===== src/rtl/nand_cpu_pkg.sv =====
// Shared CPU types: memory operation encoding and the memory-port arbiter
// state/owner encodings.
package nand_cpu_pkg;

    typedef enum logic {
        MEM_READ  = 1'b0,
        MEM_WRITE = 1'b1
    } MemOp;

    typedef enum logic [1:0] {
        ARB_IDLE  = 2'd0,
        ARB_ISSUE = 2'd1,
        ARB_WAIT  = 2'd2
    } ArbState;

    typedef enum logic {
        REQ_I = 1'b0,
        REQ_D = 1'b1
    } ArbOwner;

endpackage


===== src/rtl/mem_port_arbiter.sv =====
// mem_port_arbiter: shares the single backing-memory port between the fetch
// requester (I) and the data-cache requester (D). One transaction at a time:
// capture in IDLE, present to memory in ISSUE, await the response in WAIT.
// Build option MEM_PORT_ARB_RR_EN selects round-robin conflict resolution;
// without it D has fixed priority with a starvation guard of MAX_D_STREAK.
module mem_port_arbiter
    import nand_cpu_pkg::*;
#(
    parameter int unsigned MAX_D_STREAK = 4
) (
    input  logic        clk,
    input  logic        n_rst,
    input  logic        i_req_valid,
    input  logic [15:0] i_req_addr,
    output logic        i_req_ready,
    output logic        i_resp_valid,
    output logic [15:0] i_resp_data,
    input  logic        d_req_valid,
    input  logic [15:0] d_req_addr,
    input  MemOp        d_req_op,
    input  logic [15:0] d_req_wdata,
    output logic        d_req_ready,
    output logic        d_resp_valid,
    output logic [15:0] d_resp_data,
    output logic        mem_req_valid,
    input  logic        mem_req_ready,
    output logic [15:0] mem_addr,
    output logic        mem_we,
    output logic [15:0] mem_wdata,
    input  logic        mem_resp_valid,
    input  logic [15:0] mem_rdata
);

    ArbState     state_q, state_d;
    ArbOwner     owner_q, owner_d;
    logic [15:0] addr_q, addr_d;
    logic        we_q, we_d;
    logic [15:0] wdata_q, wdata_d;
    logic        i_resp_valid_q, i_resp_valid_d;
    logic        d_resp_valid_q, d_resp_valid_d;
    logic [15:0] i_resp_data_q, i_resp_data_d;
    logic [15:0] d_resp_data_q, d_resp_data_d;
    logic        grant_i_s, grant_d_s;

`ifdef MEM_PORT_ARB_RR_EN
    ArbOwner     last_grant_q, last_grant_d;
`else
    localparam int unsigned STREAK_W = $clog2(MAX_D_STREAK + 1);
    localparam logic [STREAK_W-1:0] MAX_STREAK_C = STREAK_W'(MAX_D_STREAK);
    logic [STREAK_W-1:0] streak_q, streak_d;
`endif

    // Arbitration: pick at most one requester in IDLE; reset suppresses grants.
    always_comb begin
        grant_i_s = 1'b0;
        grant_d_s = 1'b0;
`ifdef MEM_PORT_ARB_RR_EN
        last_grant_d = last_grant_q;
`else
        streak_d = streak_q;
`endif
        if (n_rst && (state_q == ARB_IDLE)) begin
            if (i_req_valid && d_req_valid) begin
`ifdef MEM_PORT_ARB_RR_EN
                if (last_grant_q == REQ_D) begin
                    grant_i_s = 1'b1;
                end else begin
                    grant_d_s = 1'b1;
                end
`else
                if (streak_q == MAX_STREAK_C) begin
                    grant_i_s = 1'b1;
                    streak_d  = '0;
                end else begin
                    grant_d_s = 1'b1;
                    streak_d  = streak_q + STREAK_W'(1);
                end
`endif
            end else if (i_req_valid) begin
                grant_i_s = 1'b1;
`ifndef MEM_PORT_ARB_RR_EN
                streak_d  = '0;
`endif
            end else if (d_req_valid) begin
                grant_d_s = 1'b1;
`ifndef MEM_PORT_ARB_RR_EN
                streak_d  = '0;
`endif
            end else begin
                grant_i_s = 1'b0;
            end
`ifdef MEM_PORT_ARB_RR_EN
            if (grant_i_s) begin
                last_grant_d = REQ_I;
            end else if (grant_d_s) begin
                last_grant_d = REQ_D;
            end else begin
                last_grant_d = last_grant_q;
            end
`endif
        end else begin
            grant_d_s = 1'b0;
        end
    end

    // Transaction FSM: capture on grant, hold request until accepted, route response to owner.
    always_comb begin
        state_d        = state_q;
        owner_d        = owner_q;
        addr_d         = addr_q;
        we_d           = we_q;
        wdata_d        = wdata_q;
        i_resp_valid_d = 1'b0;
        d_resp_valid_d = 1'b0;
        i_resp_data_d  = i_resp_data_q;
        d_resp_data_d  = d_resp_data_q;
        case (state_q)
            ARB_IDLE: begin
                if (grant_i_s) begin
                    owner_d = REQ_I;
                    addr_d  = i_req_addr;
                    we_d    = 1'b0;
                    wdata_d = 16'h0000;
                    state_d = ARB_ISSUE;
                end else if (grant_d_s) begin
                    owner_d = REQ_D;
                    addr_d  = d_req_addr;
                    we_d    = (d_req_op == MEM_WRITE);
                    wdata_d = d_req_wdata;
                    state_d = ARB_ISSUE;
                end else begin
                    state_d = ARB_IDLE;
                end
            end
            ARB_ISSUE: begin
                if (mem_req_ready) begin
                    state_d = ARB_WAIT;
                end else begin
                    state_d = ARB_ISSUE;
                end
            end
            ARB_WAIT: begin
                if (mem_resp_valid) begin
                    state_d = ARB_IDLE;
                    if (owner_q == REQ_D) begin
                        d_resp_valid_d = 1'b1;
                        d_resp_data_d  = we_q ? 16'h0000 : mem_rdata;
                    end else begin
                        i_resp_valid_d = 1'b1;
                        i_resp_data_d  = mem_rdata;
                    end
                end else begin
                    state_d = ARB_WAIT;
                end
            end
            default: begin
                state_d = ARB_IDLE;
            end
        endcase
    end

    // State and datapath registers with synchronous active-low reset.
    always_ff @(posedge clk) begin
        if (!n_rst) begin
            state_q        <= ARB_IDLE;
            owner_q        <= REQ_I;
            addr_q         <= 16'h0000;
            we_q           <= 1'b0;
            wdata_q        <= 16'h0000;
            i_resp_valid_q <= 1'b0;
            d_resp_valid_q <= 1'b0;
            i_resp_data_q  <= 16'h0000;
            d_resp_data_q  <= 16'h0000;
`ifdef MEM_PORT_ARB_RR_EN
            last_grant_q   <= REQ_I;
`else
            streak_q       <= '0;
`endif
        end else begin
            state_q        <= state_d;
            owner_q        <= owner_d;
            addr_q         <= addr_d;
            we_q           <= we_d;
            wdata_q        <= wdata_d;
            i_resp_valid_q <= i_resp_valid_d;
            d_resp_valid_q <= d_resp_valid_d;
            i_resp_data_q  <= i_resp_data_d;
            d_resp_data_q  <= d_resp_data_d;
`ifdef MEM_PORT_ARB_RR_EN
            last_grant_q   <= last_grant_d;
`else
            streak_q       <= streak_d;
`endif
        end
    end

    assign i_req_ready   = grant_i_s;
    assign d_req_ready   = grant_d_s;
    assign i_resp_valid  = i_resp_valid_q;
    assign i_resp_data   = i_resp_data_q;
    assign d_resp_valid  = d_resp_valid_q;
    assign d_resp_data   = d_resp_data_q;
    assign mem_req_valid = (state_q == ARB_ISSUE);
    assign mem_addr      = addr_q;
    assign mem_we        = we_q;
    assign mem_wdata     = wdata_q;

endmodule


===== config.mk =====
export PLATFORM = sky130hd
export DESIGN_NAME = mem_port_arbiter
export DESIGN_NICKNAME = d
export VERILOG_FILES = /design/src/rtl/nand_cpu_pkg.sv /design/src/rtl/mem_port_arbiter.sv
export SDC_FILE = /design/constraint.sdc
export NUM_CORES = 1
export LEC_CHECK = 0
export ABC_AREA = 1
export BUFFER_PORTS_ARGS = -buffer_cell sky130_fd_sc_hd__buf_4
export CAP_MARGIN = 10
export CORE_MARGIN = 5
export CORE_UTILIZATION = 45
export CTS_CLUSTER_SIZE = 25
export DETAILED_ROUTE_END_ITERATION = 8
export GPL_TIMING_DRIVEN = 0
export PLACE_DENSITY = 0.78
export SETUP_SLACK_MARGIN = 0.15
export SYNTH_ARGS = -nofsm -noshare
export SYNTH_HDL_FRONTEND = slang
export SYNTH_SLANG_ARGS = --single-unit

===== constraint.sdc =====
create_clock -name clk -period 2.89 [get_ports clk]
set_clock_uncertainty 0.15 [all_clocks]
set_input_delay 0.578 -clock clk [delete_from_list [all_inputs] [get_ports clk]]
set_output_delay 0.578 -clock clk [all_outputs]
set_load 0.005 [all_outputs]

==> impl_metrics.toml <==
[synth]
ys_top_cells_by_area = "dfxtp_1 (49%), nor2_1 (11%), nand2_1 (8.0%)"
syn_avg_cell_area_um2 = 7.20
synth_area_um2 = 2970
ys_warn_count = 0
syn_inst = 412
synth_largest_area_cell = "dfxtp_1"
synth_fp_nets = 485
ys_types = 18
synth_seq_cells = 73
ys_seq_area_share_pct = 49.3
yosysTopAreaCellShare_pct = 49.3

[floorplan]
initial_core_util_pct = 46.5
core-area_um2 = 6390
rows = 29
die_x_um = 91.2
dieHeight_um = 91.2
die_area_um2 = 8320
ios = 141

[placement]
place_hpwl_um = 6580
place_area_um2 = 4110
numPortBuffers = 140
place_ws_ns = 0.308
numPlacedInstances = 629
gp_congestion = 0.763

[timing]
fin_ws_ns = 0.319
slew_viol_final = 0
max-slew-margin-rel_pct = 64.2
hold_viol = 0
max_freq_ghz = 0.389
rsz0062_at_grt = "false"
worst_pin_slew_ns = 0.536
post-route-period-util_pct = 89.0
hold_ws_ns = 0.318
setup_viol_count_final = 0
finalSetupTns_ns = 0
finalCriticalPeriod_ns = 2.57

[finish]
utilization_pct = 68.2
nNetsFinal = 636
area_growth_pct = 46.9
design_area_um2 = 4360
finalNonFillerCells = 645
drive_above_1_share_pct = 29.8
n_antenna_cell = 0

[routing]
vias = 3229
wl_per_cell_um = 13.5
dr.first_iter.drc_count = 116
drcViolationCount = 0
routed_wl_um = 8700
vias_per_cell = 5.01
dr.pass1.iters = 5
drtAntennaViolNets = 0

[clocking]
clk_path_buf_depth = 2
clock-sinks = 73
tritoncts = "yes"
cts_buffers = 9
cts_setup_buffers = 0
cts_root_buffer = "clkbuf_8"
path_clk_slew_ns = 0.08
insertion_delay_ns = 0.35
h-tree-depth = 3

[pwr]
p_leak_nw = 2.12
irDropWorstVdd_v = 0.000352
power.total_mw = 2.33
power.density_nw_per_um2 = 535

[critical_path]
startpoint_type = "flip-flop"
critPathBufInv = 4
cp.arrival_ns = 1.84
worstPathCellList = "inv_1 > ha_1 > nand2_1 > inv_1 > nor2_1 > nor2_2 > clkbuf_2 > buf_4"
crit_top_cell = "inv_1"
cp-end-kind = "output pin"
critPathSlowestCell = "dfxtp_1"
crit_family = "buffers and inverters"
required_ns = 2.16
slowest_delay_ns = 0.33
worstSetupPathType = "flip-flop to output pin"
cp_max_fo = 10

[grt]
grt_pass1_wl_um = 14500
grtUsageTotal_pct = 20.8
grt_max_degree = 13
grt_overflow_total = 0
antenna_found_initial = 0
grt_pass1_vias = 3185

[min_path]
min_path_type = "flip-flop to flip-flop"

[run]
drv_cap = 0

[run_status]
status = "complete, no violations"
-- layer usage --
metal,part of all wire (%),wire length (um),GRT usage (%),vias to the layer above
met5,0,0,0,-
met4,1.1,92,4.77,0
met3,9.9,860,9.92,10
met2,47,4050,34.1,105
met1,43,3700,24.7,1469
li1,-,-,-,1645
-- path summary, 6_finish.rpt --
check | slack (ns) | to | depth (start not counted) | from
worst max-delay path | 0.32 | i_req_ready | 8 | streak_q[0]
worst min-delay path | 0.32 | mem_wdata[12] | 2 | mem_wdata[12]
worst max register to register | 0.91 | mem_we | 8 | streak_q[0]
worst min register to register | 0.32 | mem_wdata[12] | 2 | mem_wdata[12]
-- flip-flops by register name (all words and copies together), names as in the netlist, 2 cells and up --
name,flops
mem_addr,16
state_q,2
mem_wdata,16
streak_q,3
d_resp_data,16
i_resp_data,16
-- cell usage after synthesis --
cell type,n
a21oi_1,23
buf_2,5
buf_4,1
clkbuf_1,19
clkinv_1,1
dfxtp_1,73
ha_1,2
inv_1,29
inv_2,2
nand2_1,63
nand2_2,1
nand3_1,37
nand4_1,19
nor2_1,86
nor3_2,1
nor3_4,1
o21ai_0,46
o21ai_1,3
-- placed cells by master (no fill, tap or decap) --
master and count:
buf_4 141, nand2_1 63, o21ai_1 3, clkbuf_1 18, nor3_4 1, inv_2 2, clkbuf_2 1, nor2_2 1
bufinv_16 2, dfxtp_1 73, nor3_2 1, a21oi_1 23, nand2_2 1, nand3_1 37, ha_1 2, clkinv_1 1
clkinv_2 1, nand4_1 19, clkinv_4 1, o21ai_0 46, clkbuf_8 12, inv_1 29, buf_2 5, nor2_1 85
-- kinds of logic after synthesis --
kind of cell / Yosys count / share of synthesized area, %
compound gates: 72 / 12.1
fa+ha+maj: 2 / 0.843
buf+inv: 57 / 7.55
flops: 73 / 49.3
simple gates: 208 / 30.2
-- worst reg2reg max path, cell delays in order, from the launching register on --
cell      delay [ns]
dfxtp_1         0.36
inv_1           0.07
ha_1            0.19
nand2_1         0.08
inv_1           0.05
nand2_1         0.25
clkbuf_1        0.39
nand4_1         0.21
a21oi_1         0.16
-- what timing repair did --
action | CTS | global route
hold buffers | 0 | 0
setup endpoints to repair | 1 | 1
resized for setup | 1 | 1
-- cell type report --
type,instances,area (um^2)
inverters,32,120
flip-flops and latches,73,1460
clock buffers,12,165
fillers,549,2030
plain buffers,25,105
multi-input cells,282,1280
repair buffers,140,1050
well taps,77,96.3
clock inverters,4,73.8
-- power breakdown --
group          leakage [nW]  switching [mW]  total (mW)  internal, mW
Clock                 0.123           0.379       0.936         0.557
Combinational          1.41           0.160       0.322         0.163
Sequential            0.594          0.0241        1.07          1.05
Total                  2.12           0.563        2.33          1.77
(Power assumes the default switching activity.)
